### config.mk
export PLATFORM = sky130hd
export DESIGN_NAME = seq_magnitude_comparator
export DESIGN_NICKNAME = d
export VERILOG_FILES = /design/src/rtl/seq_magnitude_comparator_pkg.sv /design/src/rtl/seq_magnitude_comparator_chunk_cmp.sv /design/src/rtl/seq_magnitude_comparator.sv
export SDC_FILE = /design/constraint.sdc
export NUM_CORES = 1
export LEC_CHECK = 0
export ABC_AREA = 1
export BUFFER_PORTS_ARGS = -buffer_cell sky130_fd_sc_hd__buf_4
export CORE_MARGIN = 2
export CORE_UTILIZATION = 35
export CTS_CLUSTER_DIAMETER = 150
export DETAILED_ROUTE_END_ITERATION = 16
export PLACE_DENSITY = 0.58
export SLEW_MARGIN = 40
export SYNTH_ARGS = -nofsm -noshare
export SYNTH_HDL_FRONTEND = slang
export SYNTH_SLANG_ARGS = --single-unit
### constraint.sdc
create_clock -name clk -period 2.3 [get_ports clk]
set_input_delay 0.115 -clock clk [delete_from_list [all_inputs] [get_ports clk]]
set_output_delay 0.115 -clock clk [all_outputs]
set_load 0.05 [all_outputs]
### src/rtl/seq_magnitude_comparator_pkg.sv
// Shared result codes and FSM state type for the sequential magnitude comparator.
package cmp_pkg;

  localparam logic [7:0] CMP_NONE = 8'h00;
  localparam logic [7:0] CMP_GT   = 8'h01;
  localparam logic [7:0] CMP_LT   = 8'h02;
  localparam logic [7:0] CMP_EQ   = 8'h03;

  typedef enum logic [1:0] {
    IDLE,
    RUN,
    DONE
  } state_e;

endpackage

### src/rtl/seq_magnitude_comparator_chunk_cmp.sv
// Combinational CHUNK-bit comparator; invert_msb turns the unsigned compare into a two's-complement one.
module chunk_cmp #(
  parameter int CHUNK = 4
) (
  input  logic [CHUNK-1:0] a_chunk,
  input  logic [CHUNK-1:0] b_chunk,
  input  logic             invert_msb,
  output logic             gt,
  output logic             lt
);

  logic [CHUNK-1:0] flip;
  logic [CHUNK-1:0] a_x;
  logic [CHUNK-1:0] b_x;

  always_comb begin
    flip            = '0;
    flip[CHUNK-1]   = invert_msb;
    a_x             = a_chunk ^ flip;
    b_x             = b_chunk ^ flip;
    gt              = (a_x > b_x);
    lt              = (a_x < b_x);
  end

endmodule

### src/rtl/seq_magnitude_comparator.sv
// Multi-cycle MSB-first magnitude comparator with valid/ready handshakes and early exit.
// Optional min_out/max_out ports are enabled by defining CMP_MINMAX_EN.
module seq_magnitude_comparator
  import cmp_pkg::*;
#(
  parameter  int WIDTH  = 16,
  parameter  int CHUNK  = 4,
  localparam int NCHUNK = WIDTH / CHUNK
) (
  input  logic                        clk,
  input  logic                        rst_n,
  input  logic                        in_valid,
  output logic                        in_ready,
  input  logic [WIDTH-1:0]            a,
  input  logic [WIDTH-1:0]            b,
  input  logic                        signed_mode,
  output logic                        out_valid,
  input  logic                        out_ready,
  output logic [7:0]                  result,
  output logic [$clog2(NCHUNK+1)-1:0] cycles
`ifdef CMP_MINMAX_EN
  ,
  output logic [WIDTH-1:0]            min_out,
  output logic [WIDTH-1:0]            max_out
`endif
);

  localparam int KW = (NCHUNK > 1) ? $clog2(NCHUNK) : 1;
  localparam int CW = $clog2(NCHUNK + 1);

  state_e           state_q, state_d;
  logic [WIDTH-1:0] a_q, a_d;
  logic [WIDTH-1:0] b_q, b_d;
  logic             signed_q, signed_d;
  logic [KW-1:0]    k_q, k_d;
  logic [CW-1:0]    cyc_q, cyc_d;
  logic [7:0]       res_q, res_d;
`ifdef CMP_MINMAX_EN
  logic [WIDTH-1:0] min_q, min_d;
  logic [WIDTH-1:0] max_q, max_d;
`endif

  logic [CHUNK-1:0] ca, cb;
  logic             top_chunk;
  logic             gt, lt;

  always_comb begin
    ca        = a_q[int'(k_q) * CHUNK +: CHUNK];
    cb        = b_q[int'(k_q) * CHUNK +: CHUNK];
    top_chunk = (k_q == KW'(NCHUNK - 1));
  end

  chunk_cmp #(.CHUNK(CHUNK)) u_chunk_cmp (
    .a_chunk    (ca),
    .b_chunk    (cb),
    .invert_msb (signed_q & top_chunk),
    .gt         (gt),
    .lt         (lt)
  );

  always_comb begin
    state_d  = state_q;
    a_d      = a_q;
    b_d      = b_q;
    signed_d = signed_q;
    k_d      = k_q;
    cyc_d    = cyc_q;
    res_d    = res_q;
`ifdef CMP_MINMAX_EN
    min_d    = min_q;
    max_d    = max_q;
`endif
    case (state_q)
      IDLE: begin
        if (in_valid) begin
          a_d      = a;
          b_d      = b;
          signed_d = signed_mode;
          k_d      = KW'(NCHUNK - 1);
          cyc_d    = '0;
          state_d  = RUN;
        end
      end
      RUN: begin
        cyc_d = cyc_q + 1'b1;
        if (gt || lt || (k_q == '0)) begin
          res_d   = gt ? CMP_GT : (lt ? CMP_LT : CMP_EQ);
          state_d = DONE;
`ifdef CMP_MINMAX_EN
          // The first differing chunk decides the order, so it also picks min/max.
          min_d = gt ? b_q : a_q;
          max_d = lt ? b_q : a_q;
`endif
        end else begin
          k_d = k_q - 1'b1;
        end
      end
      DONE: begin
        if (out_ready) begin
          res_d   = CMP_NONE;
          state_d = IDLE;
`ifdef CMP_MINMAX_EN
          min_d   = '0;
          max_d   = '0;
`endif
        end
      end
      default: state_d = IDLE;
    endcase
  end

  always_ff @(posedge clk or negedge rst_n) begin
    if (!rst_n) begin
      state_q  <= IDLE;
      a_q      <= '0;
      b_q      <= '0;
      signed_q <= 1'b0;
      k_q      <= '0;
      cyc_q    <= '0;
      res_q    <= CMP_NONE;
`ifdef CMP_MINMAX_EN
      min_q    <= '0;
      max_q    <= '0;
`endif
    end else begin
      state_q  <= state_d;
      a_q      <= a_d;
      b_q      <= b_d;
      signed_q <= signed_d;
      k_q      <= k_d;
      cyc_q    <= cyc_d;
      res_q    <= res_d;
`ifdef CMP_MINMAX_EN
      min_q    <= min_d;
      max_q    <= max_d;
`endif
    end
  end

  always_comb begin
    in_ready  = (state_q == IDLE);
    out_valid = (state_q == DONE);
    result    = res_q;
    cycles    = cyc_q;
`ifdef CMP_MINMAX_EN
    min_out   = min_q;
    max_out   = max_q;
`endif
  end

endmodule

After elaboration in Yosys (flattened, before gate mapping):

Index checks and enable logic that the tools add are counted.

* bits in registers: 48
* input bits: 37
* output and inout port bits: 13
* word-level logic and storage cells: 48

* $add $sub $neg: 2
* order comparisons: 2
* equality and inequality tests: 7
* shift-type cells: 2
* mux-type cells: 14
* bitwise gates (word level): 3
* reduce and logical (&&, ||, !) cells: 11

Operators with widths (number)
* variable part select 16 x 5 -> 4 bit: 2
* 2-to-1 mux 8 bit: 2
* case mux 8 bit (2 select lines): 1
* 2-to-1 mux 2 bit: 6
* AND reduction 3 bit: 3
* bitwise XOR 4 bit: 2
* != test 2 bit (second input constant): 3
* case mux 2 bit (3 select lines): 1
* case mux 3 bit (2 select lines): 1
* == test 2 bit (second input constant): 2
* greater-than comparator 4 bit: 1
* zero test 2 bit: 2
* < comparator 4 bit: 1
* case mux 2 bit (2 select lines): 1
* AND reduction 2 bit: 2
* nonzero test 2 bit: 2
* adder 3 x 1 -> 3 bit (second input constant): 1
* 2-to-1 mux 3 bit: 1
* == test 2 x 1 -> 1 bit (second input constant): 1
* logical OR 1 bit: 2
* != test 2 x 1 -> 1 bit (second input constant): 1
* subtractor 2 x 1 -> 2 bit (second input constant): 1
* AND 1 bit: 1
* 2-to-1 mux 1 bit: 1

Longest topological paths before layout:

Gate-level depths: netlist of run 1.

* depth in word-level cells: 8
* gate-level depth with buffers: 16

Modules after synthesis:

Synthesis of run 1 repeated with hierarchy kept, for this count alone.

* cell total of the unflattened synthesis: 276
* area, all modules: 2164.6 sq um

By module, submodules not included
* seq_magnitude_comparator: times used 1, cells each 255, area each 2035.7 sq um, sequential area each 1051.0 sq um
* chunk_cmp: times used 1, cells each 21, area each 128.9 sq um, sequential area each 0.0 sq um

Least setup slack after synthesis of run 1:

Ideal clock, no wire load.

* kind: reg2reg
* start: reg k_q[0]
* end: reg res_q[0] (netlist: result[0])
* setup time: 118 ps
* arrival time: 1824 ps
* data required time: 2182 ps
* slack: 358 ps
* stages on the path, launching flop included: 16
* cell sequence: dfrtp_1 > buf_4 > inv_4 > buf_4 > nand2_1 > a32o_1 > ha_1 > nand2_1 > inv_1 > nand2_1 > nand2_1 > nand2_1 > nand2_2 > nand2_1 > nand2_1 > nand2_1

* word-level cells in the longest chain between the ends: 8
* elaborated cells on any way between the ends: 17
* classes of those cells: order compare: 2; eq/ne: 2; shift: 2; mux: 4; bitwise: 3; reduce/logical: 4

RTL lines
* start: declaration: line seq_magnitude_comparator.sv:35 `logic [KW-1:0] k_q, k_d;`
* start signal: assignment: line seq_magnitude_comparator.sv:130 `k_q <= k_d;`
* branches (longest 8 deep; another with < comparator 4 bit)
* end signal: assignment: line seq_magnitude_comparator.sv:132 `res_q <= res_d;`
* end: declaration: line seq_magnitude_comparator.sv:37 `logic [7:0] res_q, res_d;`

Several ways; the timed one is not identified. The select of a mux whose other input is x is not followed.
A chain may end at the register's enable or synchronous reset.

Final worst setup path of run 1:

* start: reg k_q[1]
* end: reg res_q[0] (netlist: result[0])

Same word-level chain as after synthesis.

==> results of run 1 <==
-- final timing paths --
path / endpoint / cells after the start / slack [ps] / startpoint
setup / recovery: result[0] / 11 / 210 / k_q[1]
hold / removal: a_q[4] / 3 / 8 / a[4]
setup reg to reg: result[0] / 11 / 210 / k_q[1]
hold reg to reg: cycles[2] / 1 / 470 / cycles[2]
max in group asynchronous: k_q[0] / 2 / 1570 / rst_n
min in group asynchronous: a_q[5] / 2 / 350 / rst_n
-- kinds of logic (layout without fill, tap and decap cells) --
family,Yosys count,in the layout,share of synthesized area
AOI/OAI and AO/OA,23,23,0.0636
and+or+nand+nor,165,165,0.312
other,1,6,0.00175
DFF,42,42,0.490
adders and majority gates,7,7,0.0408
xor gates and xnor gates,2,2,0.00817
buffers and inverters,27,69,0.0840
-- worst max-delay path, stage by stage, from the launching register on --
cell,delay (ps)
dfrtp_2,480
clkinvlp_4,180
buf_4,160
a32o_1,260
ha_1,320
nand2_1,70
nor3_2,160
nand2_1,90
nand2_2,90
nand2_1,70
nand2_1,60
nand2_1,40
-- layout by cell type (no fill, tap or decap), types with 3 or more instances in the layout --
cell	count
nand2_1	140
a21oi_1	8
conb_1	6
inv_1	6
nand3_1	9
o22ai_1	3
nor2_1	8
a32o_1	3
o21ai_1	3
dfrtp_1	40
ha_1	7
nand2_2	3
buf_4	48
clkbuf_8	6
o21ai_0	5
-- stage by stage --
step / cells / cell area (sq um)
2_1_floorplan: 272 / 2160
3_3_place_gp: 375 / 2450
3_5_place_dp: 375 / 2450
4_1_cts: 385 / 2620
5_1_grt: 389 / 2650
6_report: 389 / 2650
-- power by group through the flow --
stage	clock, mW	combinational, mW	sequential [mW]
global placement	0	1.92	1.38
global route	0.768	2.28	1.43
detailed placement	0	1.96	1.38
finish	0.717	2.00	1.38
floorplan	0	1.52	1.39
CTS	0.733	1.97	1.38
-- routing by layer --
metal | GRT usage | vias to the layer above
met5 | 0 | -
met4 | 0.0500 | 0
met3 | 0.0304 | 5
met2 | 0.215 | 37
met1 | 0.207 | 795
li1 | - | 921
-- area by class of cell --
class                   instances  area share
clock inverters                 2      0.0226
repair inverters                1     0.00189
well taps                      75      0.0354
repair buffers                 50       0.143
flip-flops and latches         42       0.397
multi-input cells             203       0.351
inverters                      10      0.0174
clock buffers                   6      0.0311
-- sequential cells by signal, indices dropped and copies added, names as in the netlist --
signal    cells
b_q          16
result        2
signed_q      1
cycles        3
state_q       2
k_q           2
a_q          16
-- repair_timing --
action	CTS	global route
setup endpoints to repair	0	6
gates resized for setup	0	4
hold endpoints to repair	43	0
buffers inserted	0	3
hold buffers	2	0
==> metrics.md, run 1 <==
| Metric | Value |
|---|---|
| Status | finished clean |
| Pwr Density | ~1500 nW/um^2 |
| Drt drc | 0 |
| Syn Inst Count | 267 |
| Final WL | around 4400 microns |
| Site row count | 28 |
| Die Span Y | roughly 82 microns |
| Seq cells post-synth | 42 |
| Vias | about 1800 |
| Full die area | between 6000 and 7000 sq um |
| Top-area cell type share of the netlist area | 0.490 |
| Top Ports | 50 |
| Layout cells sized above 1 | 0.226 |
| Routed met1 length | between 2000 and 2500 microns |
| Initial Util | 0.362 |
| Final net count | 357 |
| Final Util | 0.448 |
| Clock Pin Slew Worst Setup and Hold Paths | roughly 80 ps |
| Maximum vdd drop | 0.000494 V |
| Period Utilization, post-route | 0.910 |
| Gpl congestion | 0.772 |
| CTS tree | done |
| Routed Antenna Nets | 0 |
| First-pass GRT wire length | around 7500 microns |
| Yosys top cell by area | dfrtp_1 |
| CORE AREA | 5920 sq um |
| Final setup viols | 0 |
| Post-synth EDFFs | 0 |
| Share of power burned in combinational logic | 0.488 |
| Switching power share of the total | 0.433 |
| Top post-synthesis cells by area | dfrtp_1 49%, nand2_1 25%, ha_1 4.1% |
| H-tree depth | 2 |
| Final Max Tran Viols | 0 |
| Avg WL per Cell | ~11 microns |
| CP Capture Type | flip-flop |
| Max Cap Viol | 0 |
| Grt ovf | 0 |
| Root buf cell | clkbuf_8 |
| Port-buffer cells | 43 |
| Vias/cell | 4.52 |
| Post-synth top flop | dfrtp_1 |
| Clock Power Share | 0.175 |
| Largest net degree at the start of global routing | 43 |
| Clk_lat worst skew | 290 ps |
| Syn Area/Cell | 8.03 sq um |
| Crit path kind | reg2reg |
| Die width | a little over 80 microns |
| Worst Path Max Fanout | 9 |
| Cell with the most instances after synthesis | nand2_1 |
| Sequential share of the synthesized area | 0.490 |
| Power Internal | between 2 and 2.5 mW |
| Clock sink total | between 40 and 50 |
| Register Area | roughly 1100 sq um |
| Top routing layer used | met4 |
| Synthesized cell area | ~2100 sq um |
| Gr usage total | 0.144 |
| Crit start category | flip-flop |
| Fin crit period | between 2000 and 2500 ps |
| Met2 wire length | roughly 1900 microns |
| Num CTS Buffers | 5 |
| Initial antenna violation count | 0 |
| Fillers | slightly above 600 |
| Post-route worst setup slack | ~210 ps |
| Top cells by count, synth | 140 x nand2_1, 42 x dfrtp_1, 11 x buf_4 |
| Vias in the first global route | around 1700 |
| DP HPWL | 3070 microns |
| Lkg Pwr | around 1.4 nW |
| Type of the most critical hold path | in2reg |
| Sw Pwr | roughly 1.8 mW |
| Distinct cells, synth | 27 |
| Detailed Routing Iterations Pass 1 | 4 |
| Maximum root-to-sink buffer count | 2 |
| RSZ-0062 raised after global routing | no |
| Worst Skew | ~5.3 ps |
| Tightest hold margin | approximately 7.7 ps |
| Dpl ws | 96.5 ps |
| Slew @ Worst Pin | 521 ps |
| Layout area overhead | 23.7% |
| Async set-reset flop share out of synthesis | 1.00 |
| Metal3 WL | 179 microns |
| Design Power | about 4 mW |
| Setup TNS | 0 ps |
| Fin. Hold Viols | 0 |
| Worst EP arrival | ~2300 ps |
| Multi-input logic area | approximately 930 sq um |
| Slew margin rel. | 0.653 |
| Warnings from Yosys | 0 |
| 1st-iter DRT viols | 77 |
| Ant diodes | 0 |
| Fmax | 478 MHz |
| Seq pwr share | 0.337 |
| WP data required | 2490 ps |
No activity file was read; power rests on OpenSTA's default activity.
==> run 2, diff against run 1 <==
- GPL_ROUTABILITY_DRIVEN: not set -> 0
- GPL_TIMING_DRIVEN: not set -> 0
- SYNTH_HIERARCHICAL: not set -> 1
==> metrics.md, run 2 <==
| Metric | Value |
|---|---|
| Distinct cells, synth | 19 |
| Maximum root-to-sink buffer count | 2 |
| Fin crit period | roughly 2200 ps |
| Die width | 82.6 microns |
| Top cells by count, synth | 91 x nand2_1, 42 x dfrtp_1, 42 x nand3_1 |
| Routed Antenna Nets | 0 |
| Vias/cell | roughly 4.7 |
| H-tree depth | 2 |
| Crit path kind | reg2reg |
| Clock sink total | 42 |
| Worst-path cell chain | buf_6, buf_8, nor2_2, o22ai_2, xor2_1, ha_1, nand2_2, inv_2, nand2_2, and2_4, nor2_4, nand3_1, nand3_1, nand2_1 |
| Full die area | about 6800 sq um |
| Crit path largest cell delay | 400 ps |
| 1st-iter DRT viols | approximately 130 |
| CP Capture Type | flip-flop |
| Design Power | between 4 and 5 mW |
| Final Util | 0.476 |
| Most frequent cells in the layout | 85 x nand2_1, 52 x buf_4, 42 x nand3_1, 42 x dfrtp_1, 15 x o21ai_0 |
| Pwr Density | roughly 1600 nW/um^2 |
| Vias | just under 2000 |
| Syn Area/Cell | 7.84 sq um |
| Ant diodes | 0 |
| Worst EP arrival | 2420 ps |
| Final net count | between 300 and 400 |
| Num CTS Buffers | 5 |
| Family with the most delay on the worst path | simple AND/OR/NAND/NOR gates |
| Crit path buffers/inverters | 3 |
| Top Ports | 50 |
| Grt ovf | 0 |
| Warnings from Yosys | 6 |
| CTS tree | done |
| Detailed Routing Iterations Pass 1 | 4 |
| Fin. Hold Viols | 0 |
| Worst Skew | approximately 7.6 ps |
| Critical-path top delay cell | dfrtp_1 |
| Syn Inst Count | approximately 280 |
| Root buf cell | clkbuf_8 |
| Layout area overhead | 30.9% |
| DP HPWL | 3660 microns |
| Post-synth top flop | dfrtp_1 |
| Initial antenna violation count | 0 |
| Seq cells post-synth | 42 |
| Cell with the most instances after synthesis | nand2_1 |
| Max Cap Viol | 0 |
| Fillers | a little over 600 |
| Port-buffer cells | 42 |
| Type of the most critical hold path | in2reg |
| Layout cells sized above 1 | 0.287 |
| Final WL | 5100 microns |
| Period Utilization, post-route | 0.968 |
| Fmax | 449 MHz |
| Sequential share of the synthesized area | 0.486 |
| Worst Path Max Fanout | 10 |
| RSZ-0062 raised after global routing | yes |
| WP data required | approximately 2500 ps |
| Die Span Y | 82.6 microns |
| Status | finished clean |
| Top post-synthesis cells by area | dfrtp_1 49%, nand2_1 16%, nand3_1 9.7% |
| Dpl ws | -326 ps |
| Slew margin rel. | 0.637 |
| Tightest hold margin | 41.6 ps |
| Final Max Tran Viols | 0 |
| Final setup viols | 0 |
| Initial Util | 0.363 |
| Top-area cell type share of the netlist area | 0.486 |
| Drt drc | 0 |
| Clk_lat worst skew | about 300 ps |
| Avg WL per Cell | about 12 microns |
| Lkg Pwr | ~1.5 nW |
| Commonest non-fill, non-tap cell in the layout | nand2_1 |
| Crit start category | flip-flop |
| Post-route worst setup slack | about 74 ps |
| Yosys top cell by area | dfrtp_1 |
| Vias in the first global route | ~1800 |
| First-pass GRT wire length | between 8000 and 9000 microns |
| Largest net degree at the start of global routing | 43 |
| Async set-reset flop share out of synthesis | 1.00 |
| CORE AREA | between 5000 and 6000 sq um |
| Synthesized cell area | between 2000 and 2500 sq um |
| Maximum vdd drop | about 0.00079 V |
| Slew @ Worst Pin | between 500 and 600 ps |
| Clock Pin Slew Worst Setup and Hold Paths | around 80 ps |
| Post-synth EDFFs | 0 |
| Site row count | 28 |
| Gr usage total | 0.163 |
-- run 2: cell families (layout without fill, tap and decap cells) --
family	after synthesis	count (layout)	synth area share
compound gates	29	29	0.0717
other cells	1	6	0.00173
buf+inv	35	89	0.0792
xor+xnor	3	3	0.0121
simple gates	159	159	0.309
flops	42	42	0.486
fa+ha+maj	7	7	0.0405
-- run 2: final cells by class --
| class | instances | area [sq um] | share of cell area |
|---|---|---|---|
| buffer | 21 | 148 | 0.0521 |
| clock buffer | 7 | 86.3 | 0.0305 |
| clock inverter | 1 | 5.00 | 0.00177 |
| inverter | 14 | 62.6 | 0.0221 |
| multi-input combinational | 204 | 1040 | 0.367 |
| sequential | 42 | 1050 | 0.371 |
| tap | 75 | 93.8 | 0.0331 |
| timing repair buffer | 46 | 348 | 0.123 |
-- run 2: path summary, 6_finish.rpt --
check / startpoint / end / slack, ps / cells after the start
min in group asynchronous: rst_n / a_q[13] / 350 / 2
max in group asynchronous: rst_n / b_q[7] / 1580 / 2
setup / recovery: k_q[0] / k_q[1] / 70 / 14
hold reg to reg: b_q[9] / b_q[9] / 470 / 2
setup reg to reg: k_q[0] / k_q[1] / 70 / 14
hold / removal: out_ready / state_q[1] / 40 / 2
-- run 2: power by group --
part / leakage, nW / internal, mW / switching [mW]
clock network: 0.0482 / 0.242 / 0.247
registers: 0.521 / 1.09 / 0.239
logic: 0.935 / 1.10 / 1.65
total: 1.50 / 2.43 / 2.14
-- run 2: per-layer routing --
layer  wire length [microns]  vias to the layer above  global-route usage
met4                      89                        0              0.0672
met5                       0                        -                   0
met3                     308                        8              0.0304
met1                    2620                      860               0.242
li1                        -                      996                   -
met2                    2080                       63               0.232
-- run 2: per-stage QoR --
step	setup TNS, ps	cell area (sq um)	cells
CTS	0	2760	409
floorplan	0	2180	281
global route	-212	2830	410
detailed placement	-1500	2590	398
global placement	-1360	2590	398
finish	0	2830	410
-- run 2: timing repair --
action                                  in CTS  in global routing
pin swaps                                    5                  8
endpoints found under the hold margin       42                  0
endpoints found under the setup margin       6                  6
hold buffers                                 1                  0
resized for setup                           18                 25
setup buffers                                2                  1
==> run 3, diff against run 2 <==
- clock period: 2.3 -> 2.28 ns (I/O delays scaled with it)
==> metrics.md, run 3 (synthesis gave the netlist of run 2 again) <==
| Metric | Value |
|---|---|
| Status | finished clean |
| Vias in the first global route | about 1800 |
| Layout cells sized above 1 | 0.289 |
| Type of the most critical hold path | in2reg |
| Crit path launch | k_q[0] |
| RSZ-0062 raised after global routing | yes |
| Fillers | between 600 and 700 |
| Die Span Y | between 80 and 90 microns |
| Fin. Hold Viols | 0 |
| First-pass GRT wire length | between 8000 and 9000 microns |
| Critical R2R Launch | k_q[0] |
| Grt ovf | 0 |
| Design Area, Final | around 2900 sq um |
| Max Cap Viol | 0 |
| CORE AREA | a little under 6000 sq um |
| Final Max Tran Viols | 0 |
| 1st-iter DRT viols | between 100 and 150 |
| Final WL | roughly 5000 microns |
| WP data required | about 2500 ps |
| Final setup viols | 0 |
| Final net count | 379 |
| Crit start category | flip-flop |
| CTS tree | done |
| Layout area overhead | 32.1% |
| Initial antenna violation count | 0 |
| Pwr Density | 1630 nW/um^2 |
| Post-DP Area | approximately 2600 sq um |
| Most frequent cells in the layout | 85 x nand2_1, 53 x buf_4, 42 x nand3_1, 42 x dfrtp_1, 15 x o21ai_0 |
| Ant diodes | 0 |
| Initial Util | 0.363 |
| Period Utilization, post-route | 0.986 |
| Clk_lat worst skew | about 300 ps |
| DP HPWL | about 3700 microns |
| Site row count | 28 |
| Maximum root-to-sink buffer count | 2 |
| Full die area | roughly 7000 sq um |
| Drt drc | 0 |
| Top Ports | 50 |
| Vias | roughly 2000 |
| Crit path kind | reg2reg |
| Worst Path Max Fanout | 8 |
| Maximum vdd drop | ~0.0008 V |
| Routed Antenna Nets | 0 |
| Clock sink total | 42 |
| Slew @ Worst Pin | around 540 ps |
| Avg WL per Cell | ~12 microns |
| Largest net degree at the start of global routing | 43 |
| Fmax | approximately 440 MHz |
| Worst EP arrival | roughly 2400 ps |
| Gr usage total | 0.163 |
| Setup TNS | 0 ps |
| Clock Pin Slew Worst Setup and Hold Paths | ~80 ps |
| Register Area | 1050 sq um |
| Fin crit period | between 2000 and 2500 ps |
| Design Power | roughly 4.7 mW |
| Die width | a little over 80 microns |
| CP Capture Type | flip-flop |
| Root buf cell | clkbuf_8 |
| Multi-input logic area | 1050 sq um |
| Commonest non-fill, non-tap cell in the layout | nand2_1 |
| Hold Crit Start | out_ready |
| Worst Skew | approximately 5.0 ps |
| H-tree depth | 2 |
| Slew margin rel. | 0.638 |
| Lkg Pwr | 1.52 nW |
| Detailed Routing Iterations Pass 1 | 4 |
| Port-buffer cells | 42 |
| Num CTS Buffers | 5 |
| Vias/cell | 4.77 |
run 3: changes by cell type in the layout (fill, tap and decap cells not counted), sizes merged:
cell / before / now
clkbuf: 11 / 12
run 3: layout make-up:
cell class / instances / share of cell area
clock buffer: 7 / 0.0302
inverter: 14 / 0.0219
timing repair buffer: 47 / 0.124
tap: 75 / 0.0328
sequential: 42 / 0.367
multi-input combinational: 204 / 0.367
buffer: 21 / 0.0551
clock inverter: 1 / 0.00175
run 3: through the flow:
stage | worst slack, ps | hold slack [ps] | cells | utilization
after CTS | -2.81 | 27.2 | 409 | 0.466
after detailed placement | -346 | 137 | 398 | 0.435
after floorplan | 36.4 | -182 | 281 | -
after global routing | -105 | 38.8 | 411 | 0.480
final | 31.6 | 40.9 | 411 | 0.480
after global placement | -308 | 138 | 398 | 0.435
run 3: path summary, 6_finish.rpt:
path	endpoint	slack [ps]	cells past startpoint
worst max-delay path	k_q[1]	30	14
worst min-delay path	state_q[1]	40	2
worst max register to register	k_q[1]	30	14
worst min register to register	a_q[4]	470	2
max in group asynchronous	b_q[7]	1570	2
min in group asynchronous	a_q[13]	350	2
run 3: power breakdown:
group          internal (mW)  switching (mW)
sequential              1.10           0.246
combinational           1.14            1.68
clock                  0.244           0.250
total                   2.48            2.17
run 3: layer usage:
metal / GRT usage / up-vias / share of wire
li1: - / 996 / -
met1: 0.242 / 887 / 0.50
met2: 0.231 / 71 / 0.41
met3: 0.0304 / 8 / 0.069
met4: 0.0672 / 0 / 0.017
met5: 0 / - / 0
run 3: timing repair:
item | 4_1_cts | 5_1_grt
setup buffers | 2 | 2
endpoints found under the setup margin | 6 | 6
hold endpoints to repair | 42 | 0
pin swaps | 5 | 8
hold buffers | 1 | 0
gates resized for setup | 21 | 24
run 3: worst max-delay path, cell delays in order, from the launching register on:
cell       delay [ps]
dfrtp_1           400
buf_6             150
clkbuf_16         160
nor2_4            110
o22ai_2            80
xor2_1            150
ha_1              330
nand2_2            80
inv_2              50
nand2_2            60
and2_4            150
nor2_4             90
nand3_1           140
nand3_1           120
nand2_1            60
